$ cat config.mk
export PLATFORM = sky130hd
export DESIGN_NAME = mem_wb_pipe_reg
export DESIGN_NICKNAME = d
export VERILOG_FILES = /design/src/rtl/mem_wb_pipe_reg.sv
export SDC_FILE = /design/constraint.sdc
export NUM_CORES = 1
export LEC_CHECK = 0
export BUFFER_PORTS_ARGS = -buffer_cell sky130_fd_sc_hd__buf_4
export CAP_MARGIN = 40
export CORE_ASPECT_RATIO = 0.75
export CORE_MARGIN = 8
export CORE_UTILIZATION = 49
export DETAILED_ROUTE_END_ITERATION = 16
export GPL_ROUTABILITY_DRIVEN = 0
export PLACE_DENSITY = 0.85
export SYNTH_ARGS = -nofsm -noshare
export SYNTH_HDL_FRONTEND = slang
export SYNTH_SLANG_ARGS = --single-unit
$ cat constraint.sdc
create_clock -name clk -period 3 [get_ports clk]
set_input_delay 0.15 -clock clk [delete_from_list [all_inputs] [get_ports clk]]
set_output_delay 0.15 -clock clk [all_outputs]
set_load 0.01 [all_outputs]
$ cat src/rtl/mem_wb_pipe_reg.sv
`default_nettype none
// ============================================================================
// Module   : mem_wb_pipe_reg
// Brief    : MEM->WB pipeline register with valid/ready handshake, optional
//            skid entry (MEM_WB_PIPE_REG_SKID_EN) and write-back data select.
// Revision : 1.0  initial release
// ============================================================================
module mem_wb_pipe_reg #(
    parameter int DATA_W = 32,
    parameter int DEST_W = 4
) (
    input  logic              clk,
    input  logic              rst,
    input  logic              flush,
    input  logic              in_valid,
    output logic              in_ready,
    input  logic              wb_en_in,
    input  logic              mem_r_en_in,
    input  logic [DATA_W-1:0] alu_res_in,
    input  logic [DATA_W-1:0] data_memory_in,
    input  logic [DEST_W-1:0] dest_in,
    output logic              out_valid,
    input  logic              out_ready,
    output logic              wb_en_out,
    output logic              mem_r_en_out,
    output logic [DATA_W-1:0] alu_res_out,
    output logic [DATA_W-1:0] data_memory_out,
    output logic [DEST_W-1:0] dest_out,
    output logic [DATA_W-1:0] wb_data_out,
    output logic [1:0]        occupancy
);

    localparam int C_PW = 2 + 2 * DATA_W + DEST_W;

    logic [C_PW-1:0] w_in_beat;
    logic [C_PW-1:0] r_main;
    logic            r_main_valid;
    logic            w_accept;
    logic            w_deliver;
    logic            w_main_wb_en;
    logic            w_main_mem_r_en;

    assign w_in_beat = {wb_en_in, mem_r_en_in, alu_res_in, data_memory_in, dest_in};
    assign w_accept  = in_valid & in_ready;
    assign w_deliver = r_main_valid & out_ready;

`ifdef MEM_WB_PIPE_REG_SKID_EN
    logic [C_PW-1:0] r_skid;
    logic            r_skid_valid;
    logic            r_in_ready;

    // The skid entry is only ever filled while main is full and stalled,
    // so it is always empty whenever main is empty.
    always_ff @(posedge clk or negedge rst) begin
        if (!rst) begin
            r_main       <= '0;
            r_main_valid <= 1'b0;
            r_skid       <= '0;
            r_skid_valid <= 1'b0;
            r_in_ready   <= 1'b1;
        end else if (flush) begin
            r_main_valid <= 1'b0;
            r_skid_valid <= 1'b0;
            r_in_ready   <= 1'b1;
        end else if (w_deliver && r_skid_valid) begin
            r_main       <= r_skid;
            r_skid_valid <= 1'b0;
            r_in_ready   <= 1'b1;
        end else if (w_deliver || !r_main_valid) begin
            r_main_valid <= w_accept;
            if (w_accept) begin
                r_main <= w_in_beat;
            end
        end else if (w_accept) begin
            r_skid       <= w_in_beat;
            r_skid_valid <= 1'b1;
            r_in_ready   <= 1'b0;
        end
    end

    assign in_ready  = r_in_ready;
    assign occupancy = {1'b0, r_main_valid} + {1'b0, r_skid_valid};
`else
    always_ff @(posedge clk or negedge rst) begin
        if (!rst) begin
            r_main       <= '0;
            r_main_valid <= 1'b0;
        end else if (flush) begin
            r_main_valid <= 1'b0;
        end else if (w_accept) begin
            r_main       <= w_in_beat;
            r_main_valid <= 1'b1;
        end else if (w_deliver) begin
            r_main_valid <= 1'b0;
        end
    end

    // Single entry: room exists when empty or when it drains this edge.
    assign in_ready  = out_ready | ~r_main_valid;
    assign occupancy = {1'b0, r_main_valid};
`endif

    assign {w_main_wb_en, w_main_mem_r_en, alu_res_out, data_memory_out, dest_out} = r_main;

    assign out_valid    = r_main_valid;
    assign wb_en_out    = r_main_valid & w_main_wb_en;
    assign mem_r_en_out = r_main_valid & w_main_mem_r_en;
    assign wb_data_out  = mem_r_en_out ? data_memory_out : alu_res_out;

endmodule
`default_nettype wire
### Yosys cells after proc, flatten, opt, wreduce, memory -nomap -nowiden

Index checks and enable logic that the tools add are counted.

| word-level totals | value |
|---|---|
| ROM bits | 0 |
| output and inout bits | 106 |
| bits in registers | 71 |
| memories | 0 |
| bits in writable memories | 0 |
| latch bits | 0 |
| bits of input ports | 75 |

| cells by class | value |
|---|---|
| bitwise gates (word level) | 7 |
| order comparisons | 0 |
| multiplexer cells | 4 |
| $add $sub $neg | 0 |
| shifts and indexed selects | 0 |
| multiply operators | 0 |
| equality and inequality tests | 0 |
| div/mod/pow operators | 0 |
| reduce and logical (&&, ||, !) cells | 2 |

Operators with widths:

| kind | count |
|---|---|
| 2-to-1 mux 32 bit | 1 |
| bitwise AND 1 bit | 4 |
| 2-to-1 mux 1 bit | 3 |
| nonzero test 3 bit | 1 |
| inverter 1 bit | 2 |
| AND reduction 2 bit | 1 |
| OR 1 bit | 1 |

### Longest topological paths before layout

Gate-level depths: netlist (run 1).

| logic depth | value |
|---|---|
| depth after elaboration | 5 |
| gate-level depth with buffers | 4 |
| gate-level depth less buffers | 3 |

### Least setup slack after synthesis (run 1)

Ideal clock, no wire load.

| path | value |
|---|---|
| kind | register to register |
| start point | register r_main_valid (netlist: out_valid) |
| end point | register r_main[0] |
| library setup time | 0.125 ns |
| stages on the path, launching flop included | 5 |
| path slack | 1.428 ns |
| arrival | 1.448 ns |
| cell sequence | dfrtp_1 > and2b_1 > nor3b_4 > buf_4 > mux2_2 |

| between the ends | value |
|---|---|
| word-level cells in the longest chain between the ends | 4 |

RTL lines:

| element | line | source |
|---|---|---|
| from (decl) | 37 | `logic r_main_valid;` |
| from (signal assigned) | 87 | `r_main_valid <= 1'b0;` |
| from (signal assigned) | 89 | `r_main_valid <= 1'b0;` |
| from (signal assigned) | 92 | `r_main_valid <= 1'b1;` |
| inverter 1 bit | 99 | `assign in_ready = out_ready \| ~r_main_valid;` |
| OR 1 bit | 99 |  |
| bitwise AND 1 bit | 44 | `assign w_accept = in_valid & in_ready;` |
| AND reduction 2 bit (no line) | n/a |  |
| to (signal assigned) | 91 | `r_main <= w_in_beat;` |
| to (decl) | 36 | `logic [C_PW-1:0] r_main;` |

Every way passes these cells.
A chain may end at the register's enable or synchronous reset.

### Worst setup path in the final report (run 1)

| path | value |
|---|---|
| start point | register r_main_valid (netlist: out_valid) |
| end point | register r_main[41] |

The elaborated chain is that of the path after synthesis.

==> impl_metrics.csv, run 1 <==
group,metric,value,unit
clock_network,clk_pin_slew,70,ps
yosys,synth.distinct_cells,12,
clock_network,cts_resized,0,
clock_network,cts-buffers-inserted,9,
worst_setup_path,cp-end-kind,"flip-flop",
global_route,gr-total-overflow,0,
sta,worstMarginPinSlew,542,ps
yosys,async_flop_share,1.00,
worst_setup_path,critPathKind,"flip-flop to flip-flop",
clock_network,cts_sinks,71,
status,status,"complete, no violations",
worst_setup_path,worstPathArrival,2110,ps
yosys,synthCells,262,
global_route,antenna_found_initial,0,
layout,drive_above_1_share,0.771,
clock_network,cts_buffer_depth,2,
yosys,yosys-top-cells-area,"dfrtp_1 50%, mux2_2 30%, buf_4 16%",
route,via_per_inst,4.73,
route,dr.pass1.iters,4,
worst_setup_path,startpoint_type,"flip-flop",
route,drc,0,
sta,finalHoldViolCount,0,
power_and_ir_drop,power,0.00310,W
yosys,synth-edff-count,0,
job,drv_cap,0,
route,num_vias,2293,
placement,portBuffers,179,
layout,num-fill-cells,543,
power_and_ir_drop,leakagePower,2.29,nW
clock_network,htreeDepth,3,
floorplan,dieArea,0.0103,sq mm
global_route,grt_pass1_wl,13700,microns
floorplan,core_area,0.00720,sq mm
min_path,hp-start,"alu_res_in[28]",
floorplan,die_h,90.0,microns
yosys,synth_common_cells,"96 x mux2_2, 77 x buf_4, 71 x dfrtp_1, 6 x mux2_1, 3 x buf_2",
sta,rsz0062_at_grt,"no",
route,wl_per_cell,18.1,microns
sta,fin_crit_sh,0.632,
sta,finClkSkew,6.54,ps
yosys,yosys.area.top_type,"dfrtp_1",
global_route,grt_pass1_vias,2612,
yosys,yosys_warnings,0,
sta,max_freq,0.527,GHz
yosys,ys_seq_area_frac,0.497,
worst_setup_path,cp_max_fo,42,
yosys,synth.top_cell.area_share,0.497,
min_path,hold_path.class,"primary input to flip-flop",
layout,syn_to_final_growth,33.1,%
global_route,grt_start_max_net_pins,43,
worst_setup_path,cp.required,3210,ps
sta,slew_violations,0,
yosys,syn_area_per_cell,13.6,sq um
clock_network,cts_tree,"yes",
route,drtIter0Drc,62,
layout,multi_input_area,0.00120,sq mm
route,wl,8790,microns
clock_network,insertion_delay,330,ps
layout,regArea,0.00178,sq mm
yosys,synth_area,0.00357,sq mm
layout,nets,454,
global_route,grtUsageTotal,0.169,
floorplan,ios,181,
yosys,synth.most_common_cell,"mux2_2",
yosys,syn_nets,337,
layout,antenna_cells,0,
clock_network,cts_root_buffer,"clkbuf_8",
placement,hpwlAfterDp,6860,microns
power_and_ir_drop,power.density,652,mW/mm^2
clock_network,cts_setup_buffers,0,
yosys,ys.flop_type,"dfrtp_1",
sta,final.min_clock_period,1900,ps
worst_setup_path,rr_startpoint,"out_valid$_DFFE_PN0P_",
floorplan,placementRows,27,
yosys,ys_seq_elements,71,
worst_setup_path,max_stage_delay,490,ps
route,ant_nets,0,
worst_setup_path,path_cells,"and2b_1 -> nor3b_4 -> buf_4 -> mux2_2",
floorplan,die_w,115,microns
worst_setup_path,cp_slowest_cell,"buf_4",
floorplan,initial_core_util,0.497,
power_and_ir_drop,ir_worst_vdd,397,uV
sta,setup_violations,0,
sta,tns,0,ps
worst_setup_path,setup.worst_path.start,"out_valid$_DFFE_PN0P_",
sta,max_slew_margin,0.638,
-- per-stage QoR --
| step | util | instance area (sq um) | setup slack, ps | cells | hold slack [ps] |
|---|---|---|---|---|---|
| floorplan | - | 3570 | 1430 | 262 | -146 |
| detailed placement | 0.625 | 4500 | 1110 | 467 | 143 |
| global placement | 0.623 | 4480 | 1180 | 466 | 325 |
| finish | 0.661 | 4760 | 1100 | 485 | 36.7 |
| CTS | 0.661 | 4760 | 1110 | 485 | 25.0 |
| global route | 0.661 | 4760 | 981 | 485 | 20.4 |
-- registers in the layout, summed over array words and instances, names as in the netlist --
register,cells
out_valid,1
r_main,70
-- cell type report --
cell class	count	area share
timing repair buffer	186	0.297
clock inverter	6	0.0229
tap	101	0.0266
clock buffer	10	0.0268
inverter	2	0.00158
sequential	71	0.373
multi-input combinational	109	0.251
-- logic make-up (layout without fill, tap and decap cells) --
logic type	count (synthesis)	count (layout)	synth area share
DFF	71	71	0.497
other	1	1	0.00105
muxes	102	102	0.321
and+or+nand+nor	6	6	0.0123
buffers and inverters	82	204	0.168
-- per-layer routing --
metal  global-route usage  vias to the layer above  routed length (microns)
met2                0.285                      121                     4220
met5                    0                        -                        0
li1                     -                     1057                        -
met3               0.0768                        8                      933
met1                0.188                     1107                     3550
met4               0.0409                        0                       85
-- layout by cell type, fill, tap and decap left out, drive strengths merged --
master	synthesis	final
mux2	102	102
clkinv	0	3
dfrtp	71	71
nor3b	1	1
dlygate4sd3	0	2
and2b	1	1
nor2	2	2
nand2	1	1
and2	1	1
clkbuf	0	10
conb	1	1
buf	80	184
bufinv	0	3
inv	2	2
-- repair_timing --
action | in CTS | in global routing
hold endpoints to repair | 37 | 0
setup endpoints to repair | 0 | 0
hold buffers | 2 | 0
-- worst max-delay path, delay by kind of cell (launching register included) --
kind | cells | cell delay, ps
buffers and inverters | 1 | 490
flip-flops | 1 | 410
multiplexers | 1 | 400
AND/OR/NAND/NOR | 2 | 440
-- power breakdown --
part | switching (W) | internal, W
Combinational | 0.000381 | 0.000575
Clock | 0.000350 | 0.000552
Sequential | 0.000122 | 0.00112
-- path summary, 6_finish.rpt --
check | end | slack [ps] | cells after the start
worst min-delay path | r_main[64]$_DFFE_PN0P_ | 40 | 2
worst max-delay path | r_main[41]$_DFFE_PN0P_ | 1100 | 4
worst max register to register | r_main[41]$_DFFE_PN0P_ | 1100 | 4
min in group asynchronous | r_main[64]$_DFFE_PN0P_ | 330 | 2
max in group asynchronous | r_main[38]$_DFFE_PN0P_ | 2100 | 3
worst min register to register | r_main[3]$_DFFE_PN0P_ | 510 | 1
Note: power is estimated with default switching activity, not from simulation.
==> run 2: changes to the inputs <==
--- a/config.mk
+++ b/config.mk
@@ -9,10 +9,10 @@
 export CAP_MARGIN = 40
 export CORE_ASPECT_RATIO = 0.75
 export CORE_MARGIN = 8
-export CORE_UTILIZATION = 49
+export CORE_UTILIZATION = 41
 export DETAILED_ROUTE_END_ITERATION = 16
 export GPL_ROUTABILITY_DRIVEN = 0
-export PLACE_DENSITY = 0.85
+export PLACE_DENSITY = 0.76
 export SYNTH_ARGS = -nofsm -noshare
 export SYNTH_HDL_FRONTEND = slang
 export SYNTH_SLANG_ARGS = --single-unit
==> constraint.sdc (replaced) <==
create_clock -name clk -period 1.7 [get_ports clk]
set_input_delay 0.085 -clock clk [delete_from_list [all_inputs] [get_ports clk]]
set_output_delay 0.085 -clock clk [all_outputs]
set_load 0.01 [all_outputs]
==> run 2 against run 1 <==
Effect of this change:
- first-iteration DRC count grew 66%
- cell count increased by 16%
- via count grew 13%
- clock skew about the same
- non-clock buffer count rose by 70
- count of clock-buffer cells in the layout unchanged
- total power increased by 91%
- sequential share of layout area decreased by 5.7 points
- flip-flop and latch count unchanged
- critical endpoint is now r_main[49]$_DFFE_PN0P_
- largest power group unchanged
==> impl_metrics.csv, run 2 (synthesized netlist as in run 1, its figures left out) <==
group,metric,value,unit
floorplan,die_h,96.9,microns
sta,final.min_clock_period,1660,ps
layout,num-fill-cells,615,
clock_network,htreeDepth,3,
worst_setup_path,critPathBufInv,1,
layout,largest_reg_flops,70,
placement,portBuffers,179,
job,drv_cap,0,
global_route,antenna_found_initial,0,
sta,setup_violations,0,
layout,antenna_cells,0,
layout,top_register,"r_main",
placement,hpwlAfterDp,6820,microns
worst_setup_path,cp_max_fo,35,
power_and_ir_drop,power,0.00592,W
worst_setup_path,worstPathArrival,1860,ps
worst_setup_path,startpoint_type,"flip-flop",
worst_setup_path,max_stage_delay,380,ps
floorplan,core_area,0.00845,sq mm
worst_setup_path,critPathKind,"flip-flop to flip-flop",
floorplan,dieArea,0.0120,sq mm
layout,drive_above_1_share,0.665,
layout,most-common-layout-cells,"180 x buf_4, 96 x mux2_2, 71 x dfrtp_1, 67 x dlygate4sd3_1, 10 x clkbuf_16",
sta,finClkSkew,6.34,ps
clock_network,cts_buffer_depth,2,
clock_network,insertion_delay,320,ps
route,num_vias,2595,
global_route,grtUsageTotal,0.165,
route,met3WireLength,990,microns
clock_network,cts_sinks,71,
sta,finalHoldViolCount,0,
global_route,gr-total-overflow,0,
min_path,hp-start,"alu_res_in[15]",
power_and_ir_drop,ir_worst_vdd,477,uV
worst_setup_path,cp-end-kind,"flip-flop",
route,ant_nets,0,
worst_setup_path,cp_slowest_cell,"dfrtp_1",
global_route,grt_pass1_vias,2865,
layout,nets,524,
power_and_ir_drop,leakagePower,2.65,nW
worst_setup_path,reg2reg_depth,4,
route,via_per_inst,4.62,
route,drc,0,
worst_setup_path,cp.required,1900,ps
sta,tns,0,ps
floorplan,ios,181,
route,route.top_layer_used,"met4",
worst_setup_path,path_cells,"and2b_1 -> nor3b_4 -> buf_12 -> mux2_2",
global_route,grt_pass1_wl,15600,microns
clock_network,cts_root_buffer,"clkbuf_16",
clock_network,clk_pin_slew,60,ps
worst_setup_path,path_delay_family,"simple AND/OR/NAND/NOR gates",
placement,dp.cells,476,
layout,syn_to_final_growth,57.0,%
route,dr_wl_met2,5160,microns
status,status,"complete, no violations",
worst_setup_path,r2r-end,"r_main[49]$_DFFE_PN0P_",
layout,final_util,0.664,
min_path,min_to,"r_main[51]$_DFFE_PN0P_",
min_path,holdPathStages,2,
sta,fin_crit_sh,0.978,
worst_setup_path,rr_startpoint,"out_valid$_DFFE_PN0P_",
layout,final_cells,562,
floorplan,die_w,124,microns
clock_network,cts-buffers-inserted,9,
sta,slew_violations,0,
sta,worst_hold_slack,9.63,ps
floorplan,initial_core_util,0.423,
route,wl,10200,microns
sta,rsz0062_at_grt,"no",
route,wirelength_met1,4000,microns
power_and_ir_drop,power.density,1050,mW/mm^2
floorplan,placementRows,29,
min_path,hold_path.class,"primary input to flip-flop",
global_route,grt_start_max_net_pins,37,
route,dr.pass1.iters,4,
route,wl_per_cell,18.2,microns
worst_setup_path,r2r_slack,40,ps
clock_network,cts_tree,"yes",
sta,max_freq,0.602,GHz
layout,final_common_cell,"buf_4",
route,drtIter0Drc,103,
==> run 2: how the worst max path moves through the flow <==
stage	start	slack (ps)	to	depth (start not counted)
2_1_floorplan	out_valid$_DFFE_PN0P_	130	r_main[0]$_DFFE_PN0P_	4
3_3_place_gp	out_valid$_DFFE_PN0P_	70	r_main[42]$_DFFE_PN0P_	4
3_5_place_dp	out_valid$_DFFE_PN0P_	40	r_main[3]$_DFFE_PN0P_	4
4_1_cts	out_valid$_DFFE_PN0P_	7	wb_data_out[4]	5
5_1_grt	out_valid$_DFFE_PN0P_	0.8	r_main[49]$_DFFE_PN0P_	4
6_report	out_valid$_DFFE_PN0P_	40	r_main[49]$_DFFE_PN0P_	4
==> run 2: what timing repair did <==
action	4_1_cts	5_1_grt
hold buffers	66	1
resized for setup	10	3
gates cloned	1	1
setup endpoints to repair	32	34
hold endpoints to repair	100	1
setup buffers	0	1
==> run 2: area by class of cell <==
type | instances | area, sq um | share of cell area
inverters | 2 | 7.51 | 0.00134
clock inverters | 6 | 61.3 | 0.0109
clock buffers | 10 | 229 | 0.0408
repair buffers | 256 | 2190 | 0.390
well taps | 108 | 135 | 0.0241
multi-input cells | 109 | 1210 | 0.216
flip-flops and latches | 71 | 1780 | 0.317
==> run 2: per-stage QoR <==
| step | instance area (sq um) | setup WS, ps |
|---|---|---|
| floorplan | 3570 | 128 |
| detailed placement | 4540 | 43.2 |
| global placement | 4540 | 71.1 |
| CTS | 5560 | 7.01 |
| finish | 5610 | 37.5 |
| global route | 5610 | 0.798 |
==> run 2: layer usage <==
layer,vias to the layer above,GRT usage
li1,1200,-
met1,1281,0.184
met2,106,0.289
met3,8,0.0552
met4,0,0.0462
met5,-,0
==> run 2: where the power goes <==
part | leakage (nW) | internal (W) | switching, W
Sequential | 0.836 | 0.00198 | 0.000236
Clock | 0.142 | 0.00113 | 0.000692
Combinational | 1.67 | 0.00115 | 0.000724
==> run 3: changes to the inputs <==
--- a/config.mk
+++ b/config.mk
@@ -9,10 +9,11 @@
 export CAP_MARGIN = 40
 export CORE_ASPECT_RATIO = 0.75
 export CORE_MARGIN = 8
-export CORE_UTILIZATION = 41
+export CORE_UTILIZATION = 51
+export CTS_BUF_LIST = sky130_fd_sc_hd__clkbuf_4
 export DETAILED_ROUTE_END_ITERATION = 16
 export GPL_ROUTABILITY_DRIVEN = 0
-export PLACE_DENSITY = 0.76
+export PLACE_DENSITY = 0.88
 export SYNTH_ARGS = -nofsm -noshare
 export SYNTH_HDL_FRONTEND = slang
 export SYNTH_SLANG_ARGS = --single-unit
==> constraint.sdc (replaced) <==
create_clock -name clk -period 2.1 [get_ports clk]
set_input_delay 0.105 -clock clk [delete_from_list [all_inputs] [get_ports clk]]
set_output_delay 0.105 -clock clk [all_outputs]
set_load 0.01 [all_outputs]
==> run 3 against run 2 <==
Effect of this change:
- critical path depth unchanged
- count of clock-buffer cells in the layout unchanged
- first-iteration DRC count up 3.9%
- clock power down 46%
- wire length up 0.45%
- global-route usage up 4.5 points
- hold slack better by 160 ps
==> impl_metrics.csv, run 3 (synthesized netlist as in run 1, its figures left out) <==
group,metric,value,unit
global_route,grt_start_max_net_pins,40,
sta,tns,0,ps
placement,hpwlAfterDp,6800,microns
power_and_ir_drop,combinationalPowerShare,0.353,
route,wl,10300,microns
job,drv_cap,0,
power_and_ir_drop,p_sw,0.00127,W
global_route,antenna_found_initial,0,
status,status,"complete, no violations",
route,via_per_inst,4.86,
layout,most-common-layout-cells,"181 x buf_4, 96 x mux2_2, 73 x dlygate4sd3_1, 71 x dfrtp_1, 10 x clkbuf_4",
power_and_ir_drop,p_int,0.00301,W
floorplan,die_h,88.5,microns
power_and_ir_drop,power.density,793,mW/mm^2
placement,portBuffers,179,
worst_setup_path,critPathBufInv,2,
power_and_ir_drop,swShare,0.297,
sta,rsz0062_at_grt,"no",
global_route,grt_pass1_vias,2901,
clock_network,cts_setup_buffers,0,
clock_network,clk_pin_slew,120,ps
worst_setup_path,cp_slowest_cell,"dfrtp_1",
worst_setup_path,max_stage_delay,440,ps
layout,nets,525,
power_and_ir_drop,p_clk_frac,0.229,
layout,top_register,"r_main",
layout,antenna_cells,0,
layout,syn_to_final_growth,51.0,%
power_and_ir_drop,leakagePower,2.56,nW
clock_network,htreeDepth,3,
sta,final.min_clock_period,1870,ps
clock_network,cts-buffers-inserted,9,
sta,finClkSkew,6.26,ps
route,dr.pass1.iters,4,
sta,fin_crit_sh,0.892,
layout,largest_reg_flops,70,
worst_setup_path,cp_max_fo,17,
worst_setup_path,critPathKind,"flip-flop to output port",
power_and_ir_drop,seq_power_share,0.418,
worst_setup_path,cp_num_cells,4,
worst_setup_path,startpoint_type,"flip-flop",
layout,drive_above_1_share,0.651,
global_route,grt_pass1_wl,16100,microns
clock_network,cts_root_buffer,"clkbuf_4",
worst_setup_path,reg2reg_depth,4,
clock_network,cts_sinks,71,
route,drtIter0Drc,107,
sta,setup_violations,0,
floorplan,dieArea,0.00997,sq mm
sta,slew_violations,0,
route,drc,0,
route,wl_per_cell,19.1,microns
floorplan,placementRows,26,
clock_network,insertion_delay,410,ps
floorplan,die_w,113,microns
floorplan,ios,181,
min_path,hold_path.class,"primary input to async pin",
clock_network,cts_buffer_depth,2,
global_route,gr-total-overflow,0,
worst_setup_path,path_common_cell,"buf_4",
sta,setup_slack,227,ps
clock_network,cts_tree,"yes",
power_and_ir_drop,ir_worst_vdd,512,uV
worst_setup_path,cp.required,2000,ps
worst_setup_path,worstPathArrival,1770,ps
floorplan,initial_core_util,0.526,
worst_setup_path,path_delay_family,"flip-flops",
route,num_vias,2620,
placement,dpl_worst_slack,396,ps
global_route,grtUsageTotal,0.210,
sta,max_freq,0.534,GHz
layout,num-fill-cells,389,
floorplan,core_area,0.00680,sq mm
route,ant_nets,0,
worst_setup_path,cp-end-kind,"output port",
layout,final_common_cell,"buf_4",
worst_setup_path,path_cells,"nand2_1 -> buf_4 -> mux2_2 -> buf_4",
sta,finalHoldViolCount,0,
run 3: cell count changes in the layout (fill, tap and decap cells not counted), moves of 2 or more:
cell and change:
dlygate4sd3_1 +6, clkbuf_16 -10, clkbuf_4 +10, buf_6 -3
clkinv_2 -2
run 3: power by group through the flow:
stage | Sequential (W) | Clock (W) | Combinational (W)
6_report | 0.00179 | 0.000981 | 0.00151
5_1_grt | 0.00182 | 0.00107 | 0.00161
3_3_place_gp | 0.00179 | 0 | 0.00135
4_1_cts | 0.00178 | 0.00101 | 0.00150
2_1_floorplan | 0.00174 | 0 | 0.000933
3_5_place_dp | 0.00181 | 0 | 0.00138
run 3: final timing paths:
path / startpoint / end / slack (ps)
max: out_valid$_DFFE_PN0P_ / wb_data_out[21] / 230
min: rst / r_main[64]$_DFFE_PN0P_ / 170
max reg2reg: out_valid$_DFFE_PN0P_ / r_main[51]$_DFFE_PN0P_ / 380
min reg2reg: r_main[68]$_DFFE_PN0P_ / r_main[68]$_DFFE_PN0P_ / 500
max in group asynchronous: rst / r_main[5]$_DFFE_PN0P_ / 1370
min in group clk: in_valid / r_main[68]$_DFFE_PN0P_ / 380
run 3: worst register-to-register path: stages (launching register included):
cell and delay (ps):
dfrtp_1 440, and2b_1 220, nor3b_4 300, buf_12 260, mux2_2 390
run 3: final cells by class:
cell class                 count  area, sq um  area share
clock inverter                 6         85.1      0.0158
clock buffer                  10         75.1      0.0139
timing repair buffer         257         2150       0.398
tap                           84          105      0.0195
multi-input combinational    109         1200       0.222
inverter                       2         7.51     0.00139
sequential                    71         1780       0.329
run 3: through the flow:
stage	cell area [sq um]	utilization	std cells	hold WS (ps)	power, W
finish	5400	0.794	539	173	0.00428
global route	5400	0.794	539	175	0.00450
CTS	5400	0.794	539	147	0.00429
detailed placement	4500	0.662	450	75.5	0.00319
global placement	4480	0.660	449	286	0.00314
floorplan	3570	-	262	-191	0.00267
run 3: timing repair:
action	in CTS	in global routing
endpoints found under the hold margin	142	0
resized for setup	0	0
hold buffers	73	0
setup endpoints to repair	0	0
run 3: metal layers:
layer  part of all wire  up-vias  GRT usage  routed length (microns)
met5                  0        -          0                        0
met4              0.016        0     0.0780                      160
met3               0.12       14      0.102                     1220
met2               0.49      126      0.362                     5000
met1               0.38     1274      0.222                     3900
li1                   -     1206          -                        -
